## config.mk

```make
export PLATFORM = sky130hd
export DESIGN_NAME = pipe_hazard_ctrl
export DESIGN_NICKNAME = d
export VERILOG_FILES = /design/src/rtl/pipe_hazard_ctrl.sv
export SDC_FILE = /design/constraint.sdc
export NUM_CORES = 1
export LEC_CHECK = 0
export CORE_MARGIN = 8
export CORE_UTILIZATION = 49
export DETAILED_ROUTE_END_ITERATION = 12
export GPL_ROUTABILITY_DRIVEN = 0
export PLACE_DENSITY = 0.82
export SLEW_MARGIN = 20
export SYNTH_ARGS = -nofsm -noshare
export SYNTH_HDL_FRONTEND = slang
export SYNTH_SLANG_ARGS = --single-unit
```

## constraint.sdc

```tcl
create_clock -name clk -period 4 [get_ports clk]
set_clock_uncertainty 0.1 [all_clocks]
set_input_delay 0.4 -clock clk [delete_from_list [all_inputs] [get_ports clk]]
set_output_delay 0.4 -clock clk [all_outputs]
set_load 0.01 [all_outputs]
```

## src/rtl/pipe_hazard_ctrl.sv

```systemverilog
// Front-end hazard sequencer: load-use stall, redirect flush, memory freeze and halt.
// Latency: control outputs are combinational from state and inputs; Halted/StallCount are registered.
// Backpressure: MemBusy freezes every enable and holds state; HALT only exits through Reset.
module pipe_hazard_ctrl #(
    parameter int                 OPW          = 5,
    parameter int                 RW           = 5,
    parameter logic [OPW-1:0]     NOP_OP       = 5'b11111,
    parameter logic [OPW-1:0]     HALT_OP      = 5'b11110,
    parameter int                 LOAD_STALL   = 1,
    parameter int                 FLUSH_CYCLES = 1,
    parameter int                 CNTW         = 16
) (
    input  logic            clk,
    input  logic            Reset,
    input  logic [RW-1:0]   IdRs,
    input  logic [RW-1:0]   IdRt,
    input  logic [OPW-1:0]  IdOpcode,
    input  logic [RW-1:0]   ExRd,
    input  logic            ExMemRead,
    input  logic            BranchTaken,
    input  logic            Jump,
    input  logic            MemBusy,
    output logic            PcWrite,
    output logic            IfIdEnable,
    output logic            IfIdReset,
    output logic            IdExBubble,
    output logic            Halted,
    output logic [CNTW-1:0] StallCount
);

    typedef enum logic [1:0] {RUN, LSTALL, FLUSH, HALT} state_t;

    typedef struct packed {
        logic pc_write;
        logic ifid_enable;
        logic ifid_reset;
        logic idex_bubble;
    } ctrl_t;

    localparam ctrl_t CTRL_RUN    = '{pc_write: 1'b1, ifid_enable: 1'b1, ifid_reset: 1'b0, idex_bubble: 1'b0};
    localparam ctrl_t CTRL_STALL  = '{pc_write: 1'b0, ifid_enable: 1'b0, ifid_reset: 1'b0, idex_bubble: 1'b1};
    localparam ctrl_t CTRL_FLUSH  = '{pc_write: 1'b1, ifid_enable: 1'b0, ifid_reset: 1'b1, idex_bubble: 1'b1};
    localparam ctrl_t CTRL_FREEZE = '{pc_write: 1'b0, ifid_enable: 1'b0, ifid_reset: 1'b0, idex_bubble: 1'b0};
    localparam ctrl_t CTRL_RESET  = '{pc_write: 1'b0, ifid_enable: 1'b0, ifid_reset: 1'b1, idex_bubble: 1'b1};

    localparam logic [3:0] LOAD_RELOAD  = 4'(LOAD_STALL - 1);
    localparam logic [3:0] FLUSH_RELOAD = 4'(FLUSH_CYCLES - 1);
    localparam bit         LOAD_MULTI   = (LOAD_STALL > 1);
    localparam bit         FLUSH_MULTI  = (FLUSH_CYCLES > 1);

    state_t     state, state_nxt;
    logic [3:0] cnt, cnt_nxt;
    ctrl_t      ctrl;
    logic       luse;
    logic       redirect;

    assign luse = ExMemRead && (ExRd != '0) && ((ExRd == IdRs) || (ExRd == IdRt))
                  && (IdOpcode != NOP_OP);
    assign redirect = BranchTaken || Jump;

    always_comb begin
        ctrl      = CTRL_RUN;
        state_nxt = state;
        cnt_nxt   = cnt;
        if (state == HALT) begin
            ctrl = CTRL_STALL;
        end else if (MemBusy) begin
            ctrl = CTRL_FREEZE;
        end else if (redirect) begin
            // A redirect from any live state restarts the flush window.
            ctrl = CTRL_FLUSH;
            if (FLUSH_MULTI) begin
                state_nxt = FLUSH;
                cnt_nxt   = FLUSH_RELOAD;
            end else begin
                state_nxt = RUN;
                cnt_nxt   = '0;
            end
        end else begin
            case (state)
                RUN: begin
                    if (luse) begin
                        ctrl = CTRL_STALL;
                        if (LOAD_MULTI) begin
                            state_nxt = LSTALL;
                            cnt_nxt   = LOAD_RELOAD;
                        end
                    end else if (IdOpcode == HALT_OP) begin
                        ctrl      = CTRL_STALL;
                        state_nxt = HALT;
                    end
                end
                LSTALL: begin
                    ctrl = CTRL_STALL;
                    if (cnt <= 4'd1) begin
                        state_nxt = RUN;
                        cnt_nxt   = '0;
                    end else begin
                        cnt_nxt = cnt - 4'd1;
                    end
                end
                FLUSH: begin
                    ctrl = CTRL_FLUSH;
                    if (cnt <= 4'd1) begin
                        state_nxt = RUN;
                        cnt_nxt   = '0;
                    end else begin
                        cnt_nxt = cnt - 4'd1;
                    end
                end
                default: begin
                    ctrl = CTRL_STALL;
                end
            endcase
        end
    end

    // Reset overrides the sequencer so the IF/ID register is held at NOP.
    assign PcWrite    = Reset ? CTRL_RESET.pc_write    : ctrl.pc_write;
    assign IfIdEnable = Reset ? CTRL_RESET.ifid_enable : ctrl.ifid_enable;
    assign IfIdReset  = Reset ? CTRL_RESET.ifid_reset  : ctrl.ifid_reset;
    assign IdExBubble = Reset ? CTRL_RESET.idex_bubble : ctrl.idex_bubble;

    always_ff @(posedge clk or posedge Reset) begin
        if (Reset) begin
            state      <= RUN;
            cnt        <= '0;
            Halted     <= 1'b0;
            StallCount <= '0;
        end else begin
            state  <= state_nxt;
            cnt    <= cnt_nxt;
            Halted <= (state_nxt == HALT);
            if (!ctrl.pc_write && (StallCount != '1))
                StallCount <= StallCount + CNTW'(1);
        end
    end

endmodule

```

==> reports/results.txt, run 1 <==
RSZ-0062 raised after global routing - no
status - completed
setup TNS - 0 ns
Place WS - 0.812 ns
PnR Total Power - 0.000663 W
Clock Sink Count - 23
hold violation count in the final report - 0
Ant. Diodes - 0
router iterations before antenna repair - 4
row count - 19
pin count of the biggest net entering global routing - 24
crit-path cells - ha_1, or2_2, or3_1, a21oi_1, clkdlybuf4s50_1
remaining antenna violation count - 0
Worst-Skew Late Latency - 0.32 ns
Syn Std Cell Area - 1430 µm²
CP max stage delay - 0.61 ns
number of synthesized flops with an enable pin - 0
crit path time final - 3.25 ns
worst hold-check path type - flop to flop
die width - 70.1 µm
Slew Viols, Final - 0
CTS tree - built
vias in the first global route - 1438
grt ovf - 0
Worst path slowest cell - or3_1
initial core utilization - 0.520
Die Area - 4910 µm²
WS Path Type - flop to primary output
share of cells above drive strength 1 - 0.0804
I/O pin total - 47
Post-synth ARST share - 1.00
post-route worst setup slack - 0.754 ns
sequential fraction of the synthesis area - 0.402
Yosys warnings - 0
Setup-failing EPs final - 0
first-pass GRT wire length - 6470 µm
wire length per cell - 15.7 µm
final core occ - 0.706
vias - 1313
Arr. time, crit path - 2.75 ns
Synth area leader - dfrtp_1
period utilisation layout - 0.811
largest cells by area after synthesis - dfrtp_1 40%, xnor2_1 15%, ha_1 5.2%
initial DRC count - 81
Synth Net Count - 184
Worst VDD drop - 331 µV
most used flip-flop cell after synthesis - dfrtp_1
dpl hpwl - 3040 µm
crit path max fanout - 16
Yosys reg bits - 23
Fillers - 227
Die Span Y - 70.1 µm
CP Capture Type - primary output
initial antenna violation count - 0
DRC viols - 0
Syn-to-layout area delta - 36.0%
Core Region - 2760 µm²
cts bufs inserted - 3
Power Density - 340 nW/µm²
CTS root buf - clkbuf_4
Leakage - 0.793 nW
# resized after CTS - 0
critical path launch point type - flop
worst slew pin tran - 0.873 ns
total track usage - 0.156
# hold bufs at CTS - 0
Worst-path clk slew - 0.13 ns
Max-slew headroom - 0.417
top cell type's share of synthesized area - 0.402
final-stage net count - 232
final WL - 3620 µm
Worst Path Required - 3.50 ns
Syn Inst Count - 152
Yosys cell types - 33
clock buffer depth - 2
Buffers on Ports - 46
postcts setup bufs - 0
Mean Syn Cell Area - 9.43 µm²
f_max - 308 MHz
H-tree lvl count - 1
maxcap violations - 0
DR vias/cell - 5.71
## metal layers
layer,track usage,vias up,wire [µm]
met2,0.277,47,1790
met4,0.0759,0,95
met1,0.159,627,1420
li1,-,632,-
met5,0,-,0
met3,0.0551,7,310
## worst max-delay path, delay by kind of cell (launching register included)
family	cells	cell delay, ns
and+or+nand+nor	2	0.97
buffers and inverters	1	0.58
adders and majority gates	1	0.23
AOI/OAI and AO/OA	1	0.22
DFF	1	0.43
## logic make-up after synthesis
kind of cell             after synthesis  synth area share
XOR/XNOR                              25             0.153
AO/OA/AOI/OAI                         22             0.101
buffers and inverters                 10            0.0288
adder cells (fa/ha/maj)                6            0.0524
AND/OR/NAND/NOR                       65             0.252
multiplexers                           1            0.0105
flip-flops                            23             0.402
## cell usage after synthesis, types with 2 or more instances
| library cell | instances |
|---|---|
| a21oi_1 | 4 |
| buf_2 | 3 |
| nor2_1 | 8 |
| nor4_1 | 2 |
| inv_1 | 6 |
| nor3_1 | 2 |
| nand4_1 | 10 |
| o31a_1 | 2 |
| ha_1 | 6 |
| dfrtp_1 | 23 |
| or4_4 | 2 |
| xnor2_1 | 24 |
| or3_1 | 2 |
| nand3_1 | 9 |
| and3_1 | 7 |
| nand2_1 | 12 |
| nand3b_1 | 2 |
| or2_2 | 4 |
| o21ai_0 | 10 |
## state kept, by name (all words and copies together), names as in the netlist
| register | cells |
|---|---|
| cnt | 4 |
| Halted | 1 |
| StallCount | 16 |
| state | 2 |
## metrics by stage
| stage | instances | hold WS [ns] | instance area [µm²] |
|---|---|---|---|
| detailed placement | 226 | 0.387 | 1920 |
| CTS | 230 | 0.409 | 1950 |
| floorplan | 152 | 0.302 | 1430 |
| global placement | 226 | 0.384 | 1920 |
| global route | 230 | 0.441 | 1950 |
| finish | 230 | 0.409 | 1950 |
## cell type report
class                           count  area, µm²  share of cell area
Tap cell                           31       38.8              0.0199
Timing Repair Buffer               47        468               0.240
Clock buffer                        3       22.5              0.0116
Multi-Input combinational cell    119        816               0.419
Sequential cell                    23        576               0.295
Clock inverter                      1       5.00             0.00257
Inverter                            6       22.5              0.0116
## power by group
part           switching [W]  internal (W)
clock              0.0000730     0.0000375
sequential         0.0000446      0.000269
combinational      0.0000952      0.000144
## cell usage in the layout, fill, tap and decap left out, types with 2 or more instances in the layout
master / count
a21oi_1: 4
and3_1: 7
clkbuf_4: 3
clkdlybuf4s50_1: 46
dfrtp_1: 23
ha_1: 6
inv_1: 6
nand2_1: 12
nand3_1: 9
nand3b_1: 2
nand4_1: 10
nor2_1: 8
nor3_1: 2
nor4_1: 2
o21ai_0: 10
o31a_1: 2
or2_2: 4
or3_1: 2
or4_4: 2
xnor2_1: 24
## worst paths after layout
path / from / to / slack (ns) / cells after the start
worst max register to register: state[0] / StallCount[1] / 1.63 / 5
worst min register to register: StallCount[8] / StallCount[8] / 0.41 / 1
min in group asynchronous: Reset / StallCount[9] / 0.58 / 2
worst min-delay path: StallCount[8] / StallCount[8] / 0.41 / 1
worst max-delay path: state[0] / PcWrite / 0.75 / 5
max in group asynchronous: Reset / Halted / 2.69 / 2
No activity file was read; power rests on OpenSTA's default activity.
==> run 2, diff against run 1 <==
- CORE_UTILIZATION: 49 -> 46
- PLACE_DENSITY: 0.82 -> 0.77
- clock period: 4 -> 3.4 ns (I/O delays scaled with it)
==> run 2 against run 1 <==
Compared with the run above:
- sequential power rose by 17%
- first-iteration DRC count fell by 8.6%
- die area rose by 5.0%
- worst setup slack got worse by 0.26 ns
==> reports/results.txt, run 2 (synthesized netlist as in run 1, its figures left out) <==
status - completed
reg-to-reg slack, setup - 1.10 ns (-0.53 ns)
WS Path Type - flop to primary output
Core Region - 3000 µm² (+8.9%)
most common cell after layout, fill and taps aside - clkdlybuf4s50_1
setup TNS - 0 ns (unchanged)
reg2reg start - state[1]
# resized after CTS - 0 (unchanged)
Worst path slowest cell - clkdlybuf4s50_1
CTS tree - built
Worst-Skew Late Latency - 0.31 ns (about the same)
Leakage - 0.797 nW (+0.60%)
sequential fraction of design power - 0.469 (-0.003)
f_max - 344 MHz
Setup-failing EPs final - 0 (unchanged)
critical path launch point type - flop
CTS root buf - clkbuf_4
Worst Path Required - 2.96 ns (-0.54 ns)
grt ovf - 0 (unchanged)
initial DRC count - 74 (-8.6%)
Clock Sink Count - 23 (unchanged)
share of cells above drive strength 1 - 0.0850 (+0.00460)
Worst-path clk slew - 0.13 ns (about the same)
maxcap violations - 0 (unchanged)
DRC viols - 0 (unchanged)
Die Span Y - 71.8 µm (+2.5%)
Die Area - 5160 µm² (+5.0%)
initial core utilization - 0.477 (-0.0424)
cts bufs inserted - 3 (unchanged)
I/O pin total - 47 (unchanged)
vias - 1307 (-0.46%)
die width - 71.8 µm (+2.5%)
RSZ-0062 raised after global routing - no
H-tree lvl count - 1 (unchanged)
vias in the first global route - 1413 (-1.7%)
crit-path cells - ha_1, or2_2, or3_1, a21oi_1, clkdlybuf4s50_1
crit path max fanout - 6 (-10)
Max-slew headroom - 0.411 (-0.00603)
Power Density - 399 nW/µm² (+17%)
crit path time final - 2.90 ns
final WL - 3730 µm (+3.1%)
largest registers - StallCount: 16 flops, cnt: 4 flops, state: 2 flops
final-stage net count - 233 (+0.43%)
Worst Setup SP - state[1]
hold violation count in the final report - 0 (unchanged)
clock share of power - 0.162 (-0.005)
Largest register FFs - 16 (unchanged)
pin count of the biggest net entering global routing - 24 (unchanged)
Reg with most FFs - StallCount
row count - 20 (+1)
Sw Ratio - 0.319 (-0.00215)
DR vias/cell - 5.61 (-1.7%)
postcts setup bufs - 0 (unchanged)
Ant. Diodes - 0 (unchanged)
# hold bufs at CTS - 0 (unchanged)
initial antenna violation count - 0 (unchanged)
total track usage - 0.151 (-0.00483)
router iterations before antenna repair - 4 (unchanged)
period utilisation layout - 0.854
CP Capture Type - primary output
CP max stage delay - 0.56 ns (-0.05 ns)
sw power - 0.000249 W (+17%)
clock buffer depth - 2 (unchanged)
dpl hpwl - 3030 µm (-0.14%)
placed cell areas - 1930 µm² (+0.52%)
Buffers on Ports - 46 (unchanged)
Pint - 0.000532 W (+18%)
Slew Viols, Final - 0 (unchanged)
most frequent cells in the layout - 46 x clkdlybuf4s50_1, 24 x xnor2_1, 23 x dfrtp_1, 12 x nand2_1
Comb pwr share - 0.369 (+0.008)
remaining antenna violation count - 0 (unchanged)
Worst VDD drop - 194 µV (-41%)
PnR Total Power - 0.000781 W (+18%)
worst slew pin tran - 0.882 ns (+0.00903 ns)
hold_sp - StallCount[8]
Arr. time, crit path - 2.46 ns (-0.29 ns)
worst hold-check path type - flop to flop
Finished Cell Area - 1960 µm² (+0.51%)
wire length per cell - 16.0 µm (+1.7%)
first-pass GRT wire length - 6310 µm (-2.4%)
Syn-to-layout area delta - 36.7%
## run 2: changes by cell type in the layout (fill, tap and decap cells not counted), sizes merged
cell	previous run	this run
buf	1	2
## run 2: layout make-up
class	count	area (µm²)
multi-input cells	119	816
fillers	272	1040
clock buffers	3	22.5
flip-flops and latches	23	576
inverters	6	22.5
repair buffers	48	475
well taps	33	41.3
clock inverters	1	5.00
## run 2: worst max-delay path: cells and delay by family, from the launching register on
kind / cells / cell delay [ns]
AND/OR/NAND/NOR: 2 / 0.76
AO/OA/AOI/OAI: 1 / 0.15
adder cells (fa/ha/maj): 1 / 0.24
buffers and inverters: 1 / 0.56
flip-flops: 1 / 0.45
## run 2: metrics by stage
step | worst slack (ns) | utilization | cells | hold slack (ns)
after CTS | 0.489 | 0.652 | 233 | 0.410
final | 0.496 | 0.652 | 233 | 0.417
after global routing | 0.370 | 0.652 | 233 | 0.418
after detailed placement | 0.491 | 0.643 | 229 | 0.388
after floorplan | 1.13 | - | 152 | 0.242
after global placement | 0.518 | 0.643 | 229 | 0.382
## run 2: path summary, 6_finish.rpt
| path | endpoint | depth (start not counted) |
|---|---|---|
| worst max-delay path | PcWrite | 5 |
| worst min-delay path | StallCount[8] | 1 |
| worst max register to register | StallCount[1] | 6 |
| worst min register to register | StallCount[8] | 1 |
| max in group asynchronous | StallCount[2] | 2 |
| min in group asynchronous | StallCount[10] | 2 |
## run 2: layer usage
layer | part of all wire | global-route usage
met1 | 0.41 | 0.160
met2 | 0.53 | 0.279
met3 | 0.046 | 0.0279
met4 | 0.017 | 0.0726
met5 | 0 | 0
## run 2: power by group through the flow
stage / Sequential, W / Combinational, W / Clock [W]
floorplan: 0.000383 / 0.000118 / 0
global placement: 0.000368 / 0.000280 / 0
detailed placement: 0.000373 / 0.000291 / 0
CTS: 0.000367 / 0.000292 / 0.000130
global route: 0.000374 / 0.000312 / 0.000143
finish: 0.000366 / 0.000288 / 0.000127
